## config.mk

```make
export PLATFORM = sky130hd
export DESIGN_NAME = nco_sweep_ctrl_flat
export DESIGN_NICKNAME = d
export VERILOG_FILES = /design/src/rtl/nco_ctrl_pkg.sv /design/src/rtl/nco_sweep_ctrl_if.sv /design/src/rtl/nco_dwell_timer.sv /design/src/rtl/nco_sweep_ctrl.sv /design/src/flat_wrapper.sv
export SDC_FILE = /design/constraint.sdc
export NUM_CORES = 1
export LEC_CHECK = 0
export ABC_AREA = 1
export CELL_PAD_IN_SITES_DETAIL_PLACEMENT = 2
export CELL_PAD_IN_SITES_GLOBAL_PLACEMENT = 2
export CORE_MARGIN = 2
export CORE_UTILIZATION = 30
export CTS_BUF_LIST = sky130_fd_sc_hd__clkbuf_8
export DETAILED_ROUTE_END_ITERATION = 8
export PLACE_DENSITY_LB_ADDON = 0.1
export RECOVER_POWER = 100
export SYNTH_ARGS = -nofsm -noshare
export SYNTH_HDL_FRONTEND = slang
export SYNTH_HIERARCHICAL = 1
export SYNTH_SLANG_ARGS = --single-unit
```

## constraint.sdc

```tcl
create_clock -name clk -period 3.7 [get_ports clk]
set_input_delay 0.555 -clock clk [delete_from_list [all_inputs] [get_ports clk]]
set_output_delay 0.555 -clock clk [all_outputs]
set_load 0.005 [all_outputs]
```

## src/rtl/nco_ctrl_pkg.sv

```systemverilog
// rtl/nco_ctrl_pkg.sv - shared state encoding and default widths for the NCO sweep controller
package nco_ctrl_pkg;

    localparam int ACC_W_DEFAULT   = 32;
    localparam int CNT_W_DEFAULT   = 16;
    localparam int DWELL_W_DEFAULT = 16;

    typedef enum logic [1:0] {
        IDLE = 2'd0,
        RUN  = 2'd1,
        DONE = 2'd2
    } state_t;

endpackage

```

## src/rtl/nco_sweep_ctrl_if.sv

```systemverilog
// rtl/nco_sweep_ctrl_if.sv - sweep descriptor handshake between host and sweep controller
interface nco_sweep_ctrl_if #(
    parameter int ACCUMULATOR_WIDTH = nco_ctrl_pkg::ACC_W_DEFAULT,
    parameter int COUNT_WIDTH       = nco_ctrl_pkg::CNT_W_DEFAULT,
    parameter int DWELL_WIDTH       = nco_ctrl_pkg::DWELL_W_DEFAULT
);
    logic                         cfg_valid;
    logic                         cfg_ready;
    logic [ACCUMULATOR_WIDTH-1:0] cfg_start;
    logic [ACCUMULATOR_WIDTH-1:0] cfg_step;
    logic [COUNT_WIDTH-1:0]       cfg_count;
    logic [DWELL_WIDTH-1:0]       cfg_dwell;

    modport master (
        output cfg_valid, cfg_start, cfg_step, cfg_count, cfg_dwell,
        input  cfg_ready
    );

    modport slave (
        input  cfg_valid, cfg_start, cfg_step, cfg_count, cfg_dwell,
        output cfg_ready
    );
endinterface

```

## src/rtl/nco_dwell_timer.sv

```systemverilog
// rtl/nco_dwell_timer.sv - loadable down-counter timing the dwell of each sweep point
module nco_dwell_timer #(
    parameter int WIDTH = 16
) (
    input  logic             clk,
    input  logic             reset_n,
    input  logic             load,
    input  logic [WIDTH-1:0] load_value,
    input  logic             en,
    output logic             tc
);
    logic [WIDTH-1:0] cnt;

    // Load wins over counting so a new point restarts its dwell on the same edge.
    always_ff @(posedge clk or negedge reset_n) begin
        if (!reset_n) begin
            cnt <= '0;
        end else if (load) begin
            cnt <= load_value;
        end else if (en && (cnt != '0)) begin
            cnt <= cnt - WIDTH'(1);
        end
    end

    assign tc = (cnt == '0);
endmodule

```

## src/rtl/nco_sweep_ctrl.sv

```systemverilog
// rtl/nco_sweep_ctrl.sv - steps the NCO tuning word through a linear sweep with per-point dwell
module nco_sweep_ctrl
    import nco_ctrl_pkg::*;
#(
    parameter int ACCUMULATOR_WIDTH = ACC_W_DEFAULT,
    parameter int COUNT_WIDTH       = CNT_W_DEFAULT,
    parameter int DWELL_WIDTH       = DWELL_W_DEFAULT
) (
    input  logic                         clk,
    input  logic                         reset_n,
    nco_sweep_ctrl_if.slave              cfg,
    input  logic                         abort,
    output logic [ACCUMULATOR_WIDTH-1:0] phi_inc_o,
    output logic                         nco_clken_o,
    output logic                         step_stb,
    output logic                         busy,
    output logic                         done
);
    localparam int AW = ACCUMULATOR_WIDTH;
    localparam int CW = COUNT_WIDTH;
    localparam int DW = DWELL_WIDTH;

    state_t state, state_nxt;

    logic [AW-1:0] step_q;
    logic [DW-1:0] dwell_q;
    logic [CW-1:0] points_left;

    logic          dwell_tc;
    logic          accept, advance, finish;
    logic          tmr_load;
    logic [DW-1:0] tmr_value;

    logic [AW-1:0] phi_d;
    logic          clken_d;
    logic [CW-1:0] points_d;

    // State register
    always_ff @(posedge clk or negedge reset_n) begin
        if (!reset_n) begin
            state <= IDLE;
        end else begin
            state <= state_nxt;
        end
    end

    // Next-state logic; abort overrides every other transition.
    always_comb begin
        state_nxt = state;
        if (abort) begin
            state_nxt = IDLE;
        end else begin
            unique case (state)
                IDLE: if (cfg.cfg_valid) state_nxt = RUN;
                RUN:  if (dwell_tc && (points_left <= CW'(1))) state_nxt = DONE;
                DONE: state_nxt = IDLE;
                default: state_nxt = IDLE;
            endcase
        end
    end

    // Output / datapath decode
    always_comb begin
        accept    = (state == IDLE) && cfg.cfg_valid && !abort;
        advance   = (state == RUN) && !abort && dwell_tc && (points_left > CW'(1));
        finish    = (state == RUN) && !abort && dwell_tc && (points_left <= CW'(1));

        phi_d     = phi_inc_o;
        clken_d   = nco_clken_o;
        points_d  = points_left;
        tmr_load  = 1'b0;
        tmr_value = dwell_q;

        if (abort) begin
            phi_d     = '0;
            clken_d   = 1'b0;
            points_d  = '0;
            tmr_load  = 1'b1;
            tmr_value = '0;
        end else if (accept) begin
            phi_d     = cfg.cfg_start;
            clken_d   = 1'b1;
            points_d  = (cfg.cfg_count == '0) ? CW'(1) : cfg.cfg_count;
            tmr_load  = 1'b1;
            tmr_value = cfg.cfg_dwell;
        end else if (advance) begin
            phi_d     = phi_inc_o + step_q;
            points_d  = points_left - CW'(1);
            tmr_load  = 1'b1;
        end
    end

    always_ff @(posedge clk or negedge reset_n) begin
        if (!reset_n) begin
            phi_inc_o   <= '0;
            nco_clken_o <= 1'b0;
            step_stb    <= 1'b0;
            done        <= 1'b0;
            points_left <= '0;
            step_q      <= '0;
            dwell_q     <= '0;
        end else begin
            phi_inc_o   <= phi_d;
            nco_clken_o <= clken_d;
            step_stb    <= accept || advance;
            done        <= finish;
            points_left <= points_d;
            if (accept) begin
                step_q  <= cfg.cfg_step;
                dwell_q <= cfg.cfg_dwell;
            end
        end
    end

    nco_dwell_timer #(
        .WIDTH (DW)
    ) u_dwell_timer (
        .clk        (clk),
        .reset_n    (reset_n),
        .load       (tmr_load),
        .load_value (tmr_value),
        .en         (state == RUN),
        .tc         (dwell_tc)
    );

    assign busy          = (state == RUN);
    assign cfg.cfg_ready = (state == IDLE);
endmodule

```

## src/flat_wrapper.sv

```systemverilog
// flat-port wrapper written by rule: the top's interface ports become plain ports
module nco_sweep_ctrl_flat import nco_ctrl_pkg::*;
#(
    parameter int ACCUMULATOR_WIDTH = ACC_W_DEFAULT,
    parameter int COUNT_WIDTH       = CNT_W_DEFAULT,
    parameter int DWELL_WIDTH       = DWELL_W_DEFAULT
)
  (clk, reset_n, abort, phi_inc_o, nco_clken_o, step_stb, busy, done, cfg_cfg_valid, cfg_cfg_start, cfg_cfg_step, cfg_cfg_count, cfg_cfg_dwell, cfg_cfg_ready);
  nco_sweep_ctrl_if #(.ACCUMULATOR_WIDTH(ACCUMULATOR_WIDTH), .COUNT_WIDTH(COUNT_WIDTH), .DWELL_WIDTH(DWELL_WIDTH)) cfg_i ();
  input  logic clk;
  input  logic reset_n;
  input  logic abort;
  output logic [ACCUMULATOR_WIDTH-1:0] phi_inc_o;
  output logic nco_clken_o;
  output logic step_stb;
  output logic busy;
  output logic done;
  input wire logic [$bits(cfg_i.cfg_valid)-1:0] cfg_cfg_valid;
  input wire logic [$bits(cfg_i.cfg_start)-1:0] cfg_cfg_start;
  input wire logic [$bits(cfg_i.cfg_step)-1:0] cfg_cfg_step;
  input wire logic [$bits(cfg_i.cfg_count)-1:0] cfg_cfg_count;
  input wire logic [$bits(cfg_i.cfg_dwell)-1:0] cfg_cfg_dwell;
  output wire logic [$bits(cfg_i.cfg_ready)-1:0] cfg_cfg_ready;
  assign cfg_i.cfg_valid = cfg_cfg_valid;
  assign cfg_i.cfg_start = cfg_cfg_start;
  assign cfg_i.cfg_step = cfg_cfg_step;
  assign cfg_i.cfg_count = cfg_cfg_count;
  assign cfg_i.cfg_dwell = cfg_cfg_dwell;
  assign cfg_cfg_ready = cfg_i.cfg_ready;
  nco_sweep_ctrl #(.ACCUMULATOR_WIDTH(ACCUMULATOR_WIDTH), .COUNT_WIDTH(COUNT_WIDTH), .DWELL_WIDTH(DWELL_WIDTH)) u_core (.clk(clk), .reset_n(reset_n), .cfg(cfg_i), .abort(abort), .phi_inc_o(phi_inc_o), .nco_clken_o(nco_clken_o), .step_stb(step_stb), .busy(busy), .done(done));
endmodule
```

==> results of run 1 <==
critical path: stages, from the launching register on:
cell	delay [ns]
dfrtp_1	0.39
inv_1	0.12
ha_1	0.25
inv_1	0.07
nor2_2	0.13
nand3_1	0.14
nor2_1	0.20
nand2_1	0.12
nor4_2	0.35
nand3_2	0.23
nand2_4	0.14
nor2_8	0.13
inv_1	0.15
inv_2	0.20
or2_2	0.34
nand3_1	0.08
nand2_1	0.06
layer usage:
metal / GRT usage / wire length (µm)
met4: 0.0486 / 365
met3: 0.0284 / 876
met1: 0.288 / 14500
met5: 0 / 0
met2: 0.393 / 15300
worst max-delay path by stage:
stage,from,end,cells past startpoint
5_1_grt,u_core/u_dwell_timer/cnt[0],u_core/phi_inc_o[23],15
2_1_floorplan,u_core/u_dwell_timer/cnt[0],u_core/u_dwell_timer/cnt[14],17
6_report,u_core/u_dwell_timer/cnt[0],u_core/u_dwell_timer/cnt[14],16
3_3_place_gp,abort,u_core/u_dwell_timer/cnt[15],12
3_5_place_dp,abort,u_core/u_dwell_timer/cnt[9],12
4_1_cts,u_core/u_dwell_timer/cnt[0],u_core/points_left[13],15
layout make-up:
| class | instances | area (µm²) | area share |
|---|---|---|---|
| clock inverters | 13 | 155 | 0.0147 |
| clock buffers | 19 | 262 | 0.0247 |
| inverters | 182 | 683 | 0.0646 |
| multi-input cells | 970 | 4650 | 0.440 |
| flip-flops and latches | 117 | 2930 | 0.277 |
| well taps | 378 | 473 | 0.0447 |
| repair buffers | 144 | 1420 | 0.134 |
synthesized netlist by cell type (all sizes together):
cell      n
nand4     7
xor2     16
dfrtp   117
ha       34
o21ai    38
clkbuf   12
a21oi    45
xnor2    10
nor4      3
inv     182
nand3b    1
o211ai    9
a211oi   16
nor3      4
o21bai    3
a31oi     1
fa        1
or2      20
o31ai     1
nor2    140
buf      25
a21o      1
nand3    98
and2      1
nand2   514
o22ai     7
cells by family (layout without fill, tap and decap cells):
logic type,after synthesis,after routing,synth area share
buffers and inverters,219,358,0.103
DFF,117,117,0.345
AOI/OAI and AO/OA,121,121,0.0837
xor gates and xnor gates,26,26,0.0269
and+or+nand+nor,788,788,0.388
adders and majority gates,35,35,0.0526
power groups by stage:
stage	clock network, mW	logic, mW	registers, mW
after floorplan	0	1.29	1.66
after global placement	0	1.91	1.71
after detailed placement	0	1.97	1.72
after CTS	1.36	2.00	1.70
after global routing	1.41	2.23	1.72
final	1.32	1.93	1.69
flip-flops by register name, indices dropped and copies added, names as in the netlist:
| name | flops |
|---|---|
| u_core/state | 2 |
| u_core/nco_clken_o | 1 |
| u_core/dwell_q | 16 |
| u_core/step_stb | 1 |
| u_core/done | 1 |
| u_core/step_q | 32 |
| u_core/phi_inc_o | 32 |
| u_core/points_left | 16 |
| u_core/u_dwell_timer/cnt | 16 |
cells in the final DEF, fill, tap and decap left out, types with 3 or more instances in the layout:
master and n:
nand2_1 507, inv_1 178, nor2_1 131, dfrtp_1 117
clkdlybuf4s50_1 96, nand3_1 95, a21oi_1 43, dlygate4sd3_1 39
o21ai_0 35, ha_1 34, or2_2 20, clkbuf_8 19
xor2_1 16, a211oi_1 16, xnor2_1 10, o211ai_1 9
nand4_1 7, o22ai_1 7, nor2_2 6, inv_2 5
clkinv_2 4, nor3_1 4, buf_4 4, nand2_2 4
bufinv_16 3, o21bai_1 3, nand2_4 3
stage by stage:
step                       util  hold slack (ns)  area, µm²  total power [mW]  std cells
final                     0.381            0.484      10600              4.94       1823
after detailed placement  0.367            0.470      10200              3.69       1791
after floorplan               -            0.259       8470              2.95       1306
after CTS                 0.382           0.0510      10600              5.06       1823
after global routing      0.381            0.514      10600              5.36       1823
after global placement    0.367            0.461      10200              3.62       1791
==> run summary, run 1 <==
status - finished with violations
failing checks - capacitance limit, slew limit
initial core utilization - 0.305
RR Startpoint - u_core/u_dwell_timer/cnt[0]
Yosys top cell area share - 0.345
max_slew headroom - -0.315
CTS max path bufs - 2
worst hold path startpoint - u_core/step_q[4]
nets - 1567
Final ANT Viol Nets - 0
Comb power frac - 0.392
global route total overflow - 0
# rows - 61
worst slack, placed - 0.324 ns
Hold Path End - u_core/step_q[4]
via count - 8785
final hold violations - 0
CTS sink cnt - 117
initial antenna violation count - 0
worst reg2reg path endpoint - u_core/u_dwell_timer/cnt[14]
Routed wire per std cell - 17.0 µm
Die W - 172 µm
setup repair bufs after CTS - 0
CTS tree - built
Worst Skew - 0.0152 ns
Final GP Congestion - 0.856
Sequential Power Share - 0.342
Worst Path Max Fanout - 42
Sw Share - 0.406
Worst Reg-to-Reg Cells - 16
FMAX - 310 MHz
Gate Count Post-Synth - 1306
final wirelength - 31000 µm
Synth cell types - 41
DP HPWL - 23100 µm
syn_nets - 1441
n_diodes - 0
PortBufs - 136
Worst setup SP type - flip-flop
layout cell share with drive strength beyond 1 - 0.0602
Die H - 172 µm
crit path capture type - flip-flop
Iter 0 DRT Violations - 340
GRT Total Usage - 0.222
Clk pin slew, worst setup/hold paths - 0.08 ns
Num CTS Buffers - 17
setup TNS - 0 ns
Min Clock Period, post-route - 3.22 ns
# resized after CTS - 0
P_leak - 5.78 nW
Synth-to-Final Area Change - 24.8%
endpoints failing setup - 0
Max-Cap Viols - 2
Ys Warns - 6
post-synthesis cell area - 8470 µm²
number of fill cells - 3469
Synth Area per Inst - 6.49 µm²
setup ws final - 0.479 ns
Hold Path Class - reg -> reg
reg2reg setup slack - 0.48 ns
clk_lat worst skew - 0.45 ns
area of the core - 27800 µm²
first drt pass iteration count - 4
vias in the first global route - 9831
Top Ports - 137
Root Driver - clkbuf_8
largest net degree at the start of global routing - 93
H-tree depth - 4
kind of critical path - reg -> reg
Worst Max-Slew Pin Slew - 1.97 ns
Psw - 2.00 mW
Int Pwr - 2.93 mW
VDD IR max - 0.175 mV
unrepaired setup endpoints after global routing - false
die area - 29600 µm²
first-pass GRT wire length - 51100 µm
post-synth top area cell - dfrtp_1
Critical Path RT - 4.04 ns
Clock power frac - 0.267
detailed-route vias per instance - 4.82
hold_buf cts - 0
post-synthesis sequential area ratio - 0.345
final routed DRC violation total - 0
Slew Limit Fails - 67
Synth Register Bits - 117
PD cells - 467 nW/µm²
hold depth - 2
top post-synthesis cells by area - dfrtp_1, nand2_1, inv_1
Final Cycle Share - 0.870
Crit path arrival time - 3.56 ns
Note: power is estimated with default switching activity, not from simulation.
==> run 2: changes to the inputs <==
--- a/config.mk
+++ b/config.mk
@@ -11,3 +11,3 @@
 export CORE_MARGIN = 2
-export CORE_UTILIZATION = 30
+export CORE_UTILIZATION = 27
 export CTS_BUF_LIST = sky130_fd_sc_hd__clkbuf_8
==> constraint.sdc (replaced) <==
create_clock -name clk -period 2.7 [get_ports clk]
set_input_delay 0.27 -clock clk [delete_from_list [all_inputs] [get_ports clk]]
set_output_delay 0.27 -clock clk [all_outputs]
set_load 0.005 [all_outputs]
==> run 2 against run 1 <==
Against the previous run:
- the run now ends clean
- final cell count up 1.9%
- sequential power grew 38%
- total power is 38% higher
- critical path depth is the same
- final area grew 2.0%
- via count rose by 0.75%
- setup slack worse by 0.33 ns
- first-iteration DRC count is 3.8% higher
- register-to-register slack worse by 0.33 ns
- clock skew is 0.0021 ns lower
- critical endpoint is now u_core/u_dwell_timer/cnt[13]
==> run summary, run 2 (synthesized netlist as in run 1, its figures left out) <==
final routed DRC violation total - 0 (unchanged)
nets - 1583 (was 1567)
via count - 8851 (was 8785)
clk_lat worst skew - 0.45 ns (about the same)
Buf/Inv on CP - 4 (unchanged)
n_diodes - 0 (unchanged)
area of the core - 30700 µm² (was 27800 µm²)
first drt pass iteration count - 4 (unchanged)
crit path capture type - flip-flop (unchanged)
Worst Reg-to-Reg Cells - 16 (unchanged)
CTS max path bufs - 2 (unchanged)
hold depth - 3 (was 2)
worst reg2reg path endpoint - u_core/u_dwell_timer/cnt[13] (was u_core/u_dwell_timer/cnt[14])
global route total overflow - 0 (unchanged)
H-tree depth - 4 (unchanged)
most common cell after layout, fill and taps aside - nand2_1 (unchanged)
FMAX - 392 MHz (was 310 MHz)
Root Driver - clkbuf_8 (unchanged)
layout cell share with drive strength beyond 1 - 0.0780 (was 0.0602)
CTS sink cnt - 117 (unchanged)
Die W - 181 µm (was 172 µm)
number of fill cells - 3813 (was 3469)
Clk pin slew, worst setup/hold paths - 0.09 ns (was 0.08 ns)
Worst path top cell family by delay - simple AND/OR/NAND/NOR gates (unchanged)
P_leak - 5.86 nW (was 5.78 nW)
detailed-route vias per instance - 4.77 (was 4.82)
initial antenna violation count - 0 (unchanged)
Worst Max-Slew Pin Slew - 1.19 ns (was 1.97 ns)
# rows - 64 (was 61)
worst slack, placed - -0.0373 ns (was 0.324 ns)
Iter 0 DRT Violations - 353 (was 340)
initial core utilization - 0.276 (was 0.305)
CP max-delay cell - dfrtp_1 (unchanged)
Min Clock Period, post-route - 2.55 ns (was 3.22 ns)
Hold Path End - u_core/step_q[7] (was u_core/step_q[4])
PD cells - 632 nW/µm² (was 467 nW/µm²)
Routed wire per std cell - 17.7 µm (was 17.0 µm)
Crit path arrival time - 2.90 ns (was 3.56 ns)
Slew Limit Fails - 0 (was 67)
worst hold path startpoint - cfg_cfg_step[7] (was u_core/step_q[4])
Top Ports - 137 (unchanged)
Final GP Congestion - 0.846 (was 0.856)
Worst Path Max Fanout - 20 (was 42)
first-pass GRT wire length - 53000 µm (was 51100 µm)
fin util - 0.351 (was 0.381)
DP HPWL - 24900 µm (was 23100 µm)
setup ws final - 0.147 ns (was 0.479 ns)
final hold violations - 0 (unchanged)
kind of critical path - reg -> reg (unchanged)
Synth-to-Final Area Change - 27.2% (was 24.8%)
die area - 32800 µm² (was 29600 µm²)
Hold Path Class - in -> reg (was reg -> reg)
Worst setup SP type - flip-flop (unchanged)
VDD IR max - 0.279 mV (was 0.175 mV)
final wirelength - 32900 µm (was 31000 µm)
RR Startpoint - u_core/u_dwell_timer/cnt[0] (unchanged)
Max-Cap Viols - 0 (was 2)
max_slew headroom - 0.207 (was -0.315)
Final ANT Viol Nets - 0 (unchanged)
Final Cycle Share - 0.946 (was 0.870)
CTS tree - built (unchanged)
Worst Skew - 0.0131 ns (was 0.0152 ns)
status - finished, final reports clean (was finished with violations)
most frequent cells in the layout - nand2_1, inv_1, nor2_1, dfrtp_1, clkdlybuf4s50_1 (unchanged)
PortBufs - 136 (unchanged)
reg2reg setup slack - 0.15 ns (was 0.48 ns)
Num CTS Buffers - 17 (unchanged)
Critical Path RT - 3.04 ns (was 4.04 ns)
vias in the first global route - 9675 (was 9831)
Critical Path, Cell by Cell - inv_2 > ha_2 > inv_1 > nor2_4 > nand3_2 > nor2_4 > nand2_2 > nor4_4 > nand3_2 > nand2_4 > nor2_8 > inv_4 > inv_6 > or2_2 > nand2_1 > a21oi_1 (was inv_1 > ha_1 > inv_1 > nor2_2 > nand3_1 > nor2_1 > nand2_1 > nor4_2 > nand3_2 > nand2_4 > nor2_8 > inv_1 > inv_2 > or2_2 > nand3_1 > nand2_1)
endpoints failing setup - 0 (unchanged)
largest net degree at the start of global routing - 85 (was 93)
critical path's largest stage delay - 0.41 ns (was 0.39 ns)
GRT Total Usage - 0.205 (was 0.222)
Die H - 181 µm (was 172 µm)
Top Registers - u_core/phi_inc_o x32, u_core/step_q x32 (unchanged)
[run 2: cell types whose count changed in the layout (fill, tap and decap cells not counted), sizes merged]
cell | previous run | this run
dlygate4sd3 | 39 | 37
inv | 184 | 185
clkinvlp | 2 | 4
buf | 5 | 18
clkinv | 6 | 4
clkdlybuf4s50 | 96 | 99
bufinv | 3 | 2
clkbuf | 23 | 25
[run 2: final cells by class]
cell class	count	area (µm²)	area share
Clock buffer	19	262	0.0243
Clock inverter	13	131	0.0122
Inverter	182	693	0.0643
Multi-Input combinational cell	970	4710	0.437
Sequential cell	117	2930	0.272
Tap cell	396	495	0.0460
Timing Repair Buffer	160	1570	0.145
[run 2: worst min-delay path: cells and delay by family]
kind	cells	cell delay (ns)
and+or+nand+nor	2	0.11
buffers and inverters	1	0.39
[run 2: what timing repair did]
item | in CTS | in global routing
endpoints found under the setup margin | 13 | 61
pin swaps | 0 | 4
resized for setup | 1 | 17
gates cloned | 0 | 0
hold buffers | 1 | 0
hold endpoints to repair | 39 | 0
setup buffers | 0 | 4
[run 2: worst max path at each step]
stage                                 from                           end  slack (ns)  cells past startpoint
2_1_floorplan  u_core/u_dwell_timer/cnt[0]  u_core/u_dwell_timer/cnt[14]        0.11                     17
3_3_place_gp   u_core/u_dwell_timer/cnt[0]  u_core/u_dwell_timer/cnt[14]        0.16                     16
3_5_place_dp   u_core/u_dwell_timer/cnt[0]   u_core/u_dwell_timer/cnt[9]       -0.04                     17
4_1_cts        u_core/u_dwell_timer/cnt[0]   u_core/u_dwell_timer/cnt[0]        0.01                     17
5_1_grt        u_core/u_dwell_timer/cnt[0]          u_core/phi_inc_o[16]      -0.009                     14
6_report       u_core/u_dwell_timer/cnt[0]  u_core/u_dwell_timer/cnt[13]        0.15                     16
[run 2: through the flow]
step	hold slack (ns)	cells	TNS, ns	instance area, µm²	total power, mW
6_report	0.352	1857	0	10800	6.81
2_1_floorplan	-0.0256	1306	0	8470	4.04
5_1_grt	0.343	1857	-0.0173	10800	7.37
4_1_cts	0.319	1853	0	10700	6.94
3_5_place_dp	0.321	1820	-0.191	10300	5.14
3_3_place_gp	0.330	1820	0	10300	5.04
[run 2: per-layer routing]
layer / vias up / part of all wire / global-route usage
met5: - / 0 / 0
met4: 0 / 0.011 / 0.0423
met3: 20 / 0.028 / 0.0270
met2: 117 / 0.49 / 0.355
met1: 4387 / 0.48 / 0.273
li1: 4327 / - / -
[run 2: where the power goes]
part	leakage, nW	switching, mW	internal, mW	total [mW]
logic	4.18	1.70	1.05	2.75
registers	1.48	0.276	2.05	2.33
clock network	0.195	0.869	0.865	1.73
total	5.86	2.84	3.97	6.81
==> patch 1, RTL diff (config.mk and constraints of run 2) <==
The 3 states of `state_t` get a one-hot encoding in 3 bits.
--- a/src/rtl/nco_ctrl_pkg.sv
+++ b/src/rtl/nco_ctrl_pkg.sv
@@ -5,10 +5,10 @@
     localparam int CNT_W_DEFAULT   = 16;
     localparam int DWELL_W_DEFAULT = 16;
 
-    typedef enum logic [1:0] {
-        IDLE = 2'd0,
-        RUN  = 2'd1,
-        DONE = 2'd2
+    typedef enum logic [2:0] {
+        IDLE = 3'b001,
+        RUN  = 3'b010,
+        DONE = 3'b100
     } state_t;
 
 endpackage
Check against the original RTL: no difference found for any inputs over 4 cycles, from zero or initial values and one cycle with reset_n low; so few cycles prove little.
==> patch 1 against run 2 <==
  * Global-route usage decreased by 0.19 points
  * Worst setup slack got worse by 0.00094 ns
  * Final cell count increased by 1.5%
  * Area after synthesis increased by 1.7%
  * Sequential power increased by 7%
  * Routed wire length decreased by 1.6%
  * Sequential cell count increased by 1
  * Critical path type unchanged
  * Total power increased by 9.9%
  * Critical path depth unchanged
  * Final area increased by 0.77%
  * Synthesized cell count increased by 1.9%
  * Largest cell class unchanged
==> patch 1: results (changes against run 2) <==
| Metric | Value |
|---|---|
| Flops & latches, synth | 118 (+0.85%) |
| Clock latency at the later pin of the worst-skew pair | 0.48 ns (+0.03 ns) |
| Wire length on met1 | 14,900 um (-4.7%) |
| #MultiIn Comb | 985 (+1.5%) |
| Detailed route wirelength on metal3 | 698 um (-23%) |
| Detailed-route wire length per cell | 17.2 um (-3.0%) |
| Area Growth Syn to Fin | 26.0% |
| Relative slew slack | 24.2% (+3.5 points) |
| Via-to-Cell Ratio | 4.74 (-0.65%) |
| Cell Count Post-Placement | 1,849 (+1.6%) |
| Final-layout clock-cell area share | 3.46% (-0.19 points) |
| Global routing usage summed across all routing layers | 20.3% (-0.19 points) |
| Met3 usage | 2.65% (-0.047 points) |
| Drt initial violations | 322 (-8.8%) |
| Average instance area after synthesis | 6.48 sq um (-0.17%) |
| Leakage power of the design | 5.91 nW (+0.90%) |
| Layout Skew | 0.0224 ns (+0.00928 ns) |
| Crit path largest cell delay | 0.39 ns (-0.02 ns) |
| Wire length on met2 | 16,400 um (+2.7%) |
| Netlist cell types | 45 (+9.8%) |
| Non-clk buf share | 14.1% (-0.46 points) |
| Non-clock inverter total of the final layout | 191 (+4.9%) |
| Arrival time at the worst endpoint | 2.91 ns (about the same) |
| Number of filler instances in the final layout | 3,809 (-0.10%) |
| Outcome | finished, final reports clean |
| Final HPWL DP | 25,000 um (+0.24%) |
| Peak supply drop | 0.000285 V (+2.3%) |
| Met2 Track Usage GR | 36.5% (+1.0 points) |
| Total power density per cell area | 689 nW/um^2 (+9.1%) |
| Highest fanout seen on the critical path | 19 (-5.0%) |
| Largest net degree at the start of global routing | 84 (-1.2%) |
| Reg area | 2950 sq um (+0.90%) |
| Placement Cell Area | 10,500 sq um (+1.2%) |
| Placer Congestion | 0.848 (+0.31%) |
| Met1 routing resource usage after global routing | 25.9% (-1.4 points) |
| Final hold slack | 0.329 ns (-0.0230 ns) |
| Count of plain and timing-repair buffers | 156 (-2.5%) |
| First-pass GRT wire length | 52,900 um (about the same) |
| Startpoint of the tightest hold check path | cfg_cfg_step[12] |
| Sequential fraction of the synthesis area | 34.3% (-0.29 points) |
| Top cells by area in the synthesized netlist | sky130_fd_sc_hd__dfrtp_1, sky130_fd_sc_hd__nand2_1, sky130_fd_sc_hd__inv_1 |
==> patch 1: changes by cell type after synthesis, sizes merged, moves of 4 or more <==
cell   before  now
o21ai      38   48
nand2     514  524
o22ai       7    0
inv       182  191
nor3        4    8
nand3      98   89
==> patch 1: kinds of logic after synthesis <==
kind of cell,count (synthesis),synth area share (%)
simple gates,796,38.6
buf+inv,228,10.7
compound gates,130,8.82
flops,118,34.3
fa+ha+maj,35,5.17
xor+xnor,24,2.44
==> patch 1: timing repair <==
item,CTS,global route
pin swaps,0,4
endpoints found under the hold margin,36,0
cloned,0,0
gates resized for setup,1,16
setup endpoints to repair,9,60
hold buffers,1,0
buffers inserted,0,2
==> patch 1: worst min-delay path, cell delays in order <==
cell and delay [ns]:
sky130_fd_sc_hd__clkdlybuf4s50_1 0.39, sky130_fd_sc_hd__nand2_1 0.07, sky130_fd_sc_hd__nand2_1 0.05
==> patch 1: report_power, final <==
part	switching, mW	internal, mW
combinational	2.05	1.28
sequential	0.340	2.15
clock	0.916	0.747
total	3.30	4.18
==> patch 2, RTL diff (config.mk and constraints of run 2) <==
Without the edit above. `CNT_W_DEFAULT`: 16 -> 14.
--- a/src/rtl/nco_ctrl_pkg.sv
+++ b/src/rtl/nco_ctrl_pkg.sv
@@ -2,7 +2,7 @@
 package nco_ctrl_pkg;
 
     localparam int ACC_W_DEFAULT   = 32;
-    localparam int CNT_W_DEFAULT   = 16;
+    localparam int CNT_W_DEFAULT   = 14;
     localparam int DWELL_W_DEFAULT = 16;
 
     typedef enum logic [1:0] {
Ports: changed (resized cfg_cfg_count); port bits go from 137 to 135. The function was not compared with the original's and may differ.
==> patch 2 against run 2 <==
  * Sequential cell count decreased by 2
  * Largest power group unchanged
  * Total power decreased by 1.0%
  * Highest routed layer unchanged
  * Count of clock-buffer cells in the layout decreased by 2
  * Final cell count decreased by 1.0%
  * Clock skew increased by 0.0065 ns
  * Routed wire length decreased by 5.3%
  * Worst setup slack got worse by 0.076 ns
  * Final area increased by 0.36%
  * Area after synthesis increased by 0.13%
  * Synthesized cell count decreased by 1.9%
==> patch 2: results (changes against run 2) <==
| Metric | Value |
|---|---|
| Drt initial violations | 293 (-17%) |
| Total Routed Length | 31,100 um (-5.3%) |
| Layout Skew | 0.0196 ns (+0.00646 ns) |
| Global routing usage summed across all routing layers | 19.2% (-1.3 points) |
| Arrival time at the worst endpoint | 2.96 ns (+0.06 ns) |
| Sequential fraction of the synthesis area | 33.9% (-0.64 points) |
| Biggest registers after layout | u_core/phi_inc_o (32), u_core/step_q (32) |
| Setup Fix Bufs, Post-CTS | 0 (unchanged) |
| Largest net degree at the start of global routing | 66 (-22%) |
| Number of instances in the synthesized netlist | 1,281 (-1.9%) |
| Top cells by area in the synthesized netlist | sky130_fd_sc_hd__dfrtp_1, sky130_fd_sc_hd__nand2_1, sky130_fd_sc_hd__inv_1 |
| Leakage power of the design | 5.83 nW (-0.53%) |
| Fraction of final layout cells with drive strength greater than 1 | 10.5% (+2.7 points) |
| Synth cell count leaders | sky130_fd_sc_hd__nand2_1, sky130_fd_sc_hd__inv_1, sky130_fd_sc_hd__nor2_1, sky130_fd_sc_hd__dfrtp_1, sky130_fd_sc_hd__nand3_1 |
| Via-to-Cell Ratio | 4.69 (-1.7%) |
| Post-layout net count | 1,562 (-1.3%) |
| Detailed route wirelength on metal3 | 800 um (-12%) |
| Actual transition at the worst max-transition pin | 1.04 ns (-0.153 ns) |
| Worst-case register-to-register setup slack | 0.07 ns (-0.08 ns) |
| Wire length on met2 | 15,600 um (-2.0%) |
| Count of buffers from port buffering | 134 (-1.5%) |
| Net count after synthesis | 1,414 (-1.9%) |
| Post-cts repair resize count | 2 (+1) |
| Placer Congestion | 0.851 (+0.65%) |
| Netlist cell types | 46 (+12%) |
| First-pass GRT wire length | 50,100 um (-5.4%) |
| Final standard cell count with taps included and fillers excluded | 1,838 (-1.0%) |
| Number of global-route vias before repair | 9,327 (-3.6%) |
| Wire length on met1 | 14,500 um (-7.4%) |
| Peak supply drop | 0.000233 V (-16%) |
| Final HPWL DP | 23,600 um (-5.2%) |
| Final hold slack | 0.342 ns (-0.0101 ns) |
| Highest fanout seen on the critical path | 12 (-40%) |
| Outcome | finished, final reports clean |
patch 2: cell types whose count changed after synthesis, moves of 4 or more:
| cell | run 2 | this run |
|---|---|---|
| sky130_fd_sc_hd__o21ai_0 | 27 | 31 |
| sky130_fd_sc_hd__o211ai_1 | 9 | 1 |
| sky130_fd_sc_hd__nand2_2 | 4 | 16 |
| sky130_fd_sc_hd__nand3_1 | 93 | 79 |
| sky130_fd_sc_hd__o21ai_1 | 8 | 3 |
| sky130_fd_sc_hd__nor2_4 | 2 | 7 |
| sky130_fd_sc_hd__nand2_1 | 507 | 474 |
| sky130_fd_sc_hd__buf_2 | 17 | 11 |
| sky130_fd_sc_hd__o211ai_2 | 0 | 9 |
| sky130_fd_sc_hd__buf_6 | 2 | 7 |
patch 2: layer usage:
metal,track usage (%),vias up
met3,2.46,11
met5,0,-
met1,24.9,4234
met4,3.67,0
li1,-,4264
met2,34.2,105
patch 2: area by class of cell:
class	count	area (sq um)
sequential	115	2880
timing repair inverter	1	8.76
clock buffer	17	234
tap	396	495
multi-input combinational	944	4720
clock inverter	15	174
fill	3735	19900
timing repair buffer	164	1590
inverter	186	722
patch 2: worst paths after layout:
check | depth (start not counted) | end | start
setup / recovery | 16 | u_core/u_dwell_timer/cnt[13] | u_core/u_dwell_timer/cnt[0]
hold / removal | 3 | u_core/step_q[10] | cfg_cfg_step[10]
setup reg to reg | 16 | u_core/u_dwell_timer/cnt[13] | u_core/u_dwell_timer/cnt[0]
hold reg to reg | 2 | u_core/step_q[21] | u_core/step_q[21]
max in group asynchronous | 3 | u_core/phi_inc_o[22] | reset_n
min in group asynchronous | 2 | u_core/points_left[4] | reset_n
patch 2: report_power, final:
group / total, mW / internal (mW) / switching (mW) / leakage [nW]
sequential: 2.28 / 2.02 / 0.264 / 1.46
clock: 1.77 / 0.849 / 0.925 / 0.199
combinational: 2.69 / 1.06 / 1.63 / 4.17
total: 6.74 / 3.92 / 2.82 / 5.83
patch 2: tightest hold or removal path: stages:
cell	delay, ns
sky130_fd_sc_hd__clkdlybuf4s50_1	0.39
sky130_fd_sc_hd__nand2_1	0.06
sky130_fd_sc_hd__nand2_1	0.05
patch 2: per-stage QoR:
step / area (sq um) / setup slack (ns)
after floorplan: 8490 / 0.0660
after global placement: 10300 / 0.127
after detailed placement: 10300 / -0.00330
after CTS: 10700 / 0.0364
after global routing: 10800 / -0.100
final: 10800 / 0.0704
patch 2: kinds of logic (layout without fill, tap and decap cells):
kind of cell	after synthesis	in the layout	share of synthesized area, %
XOR/XNOR	22	22	2.27
flip-flops	115	115	33.9
buffers and inverters	222	383	10.9
AO/OA/AOI/OAI	126	126	9.35
adder cells (fa/ha/maj)	35	35	5.25
AND/OR/NAND/NOR	761	761	38.3
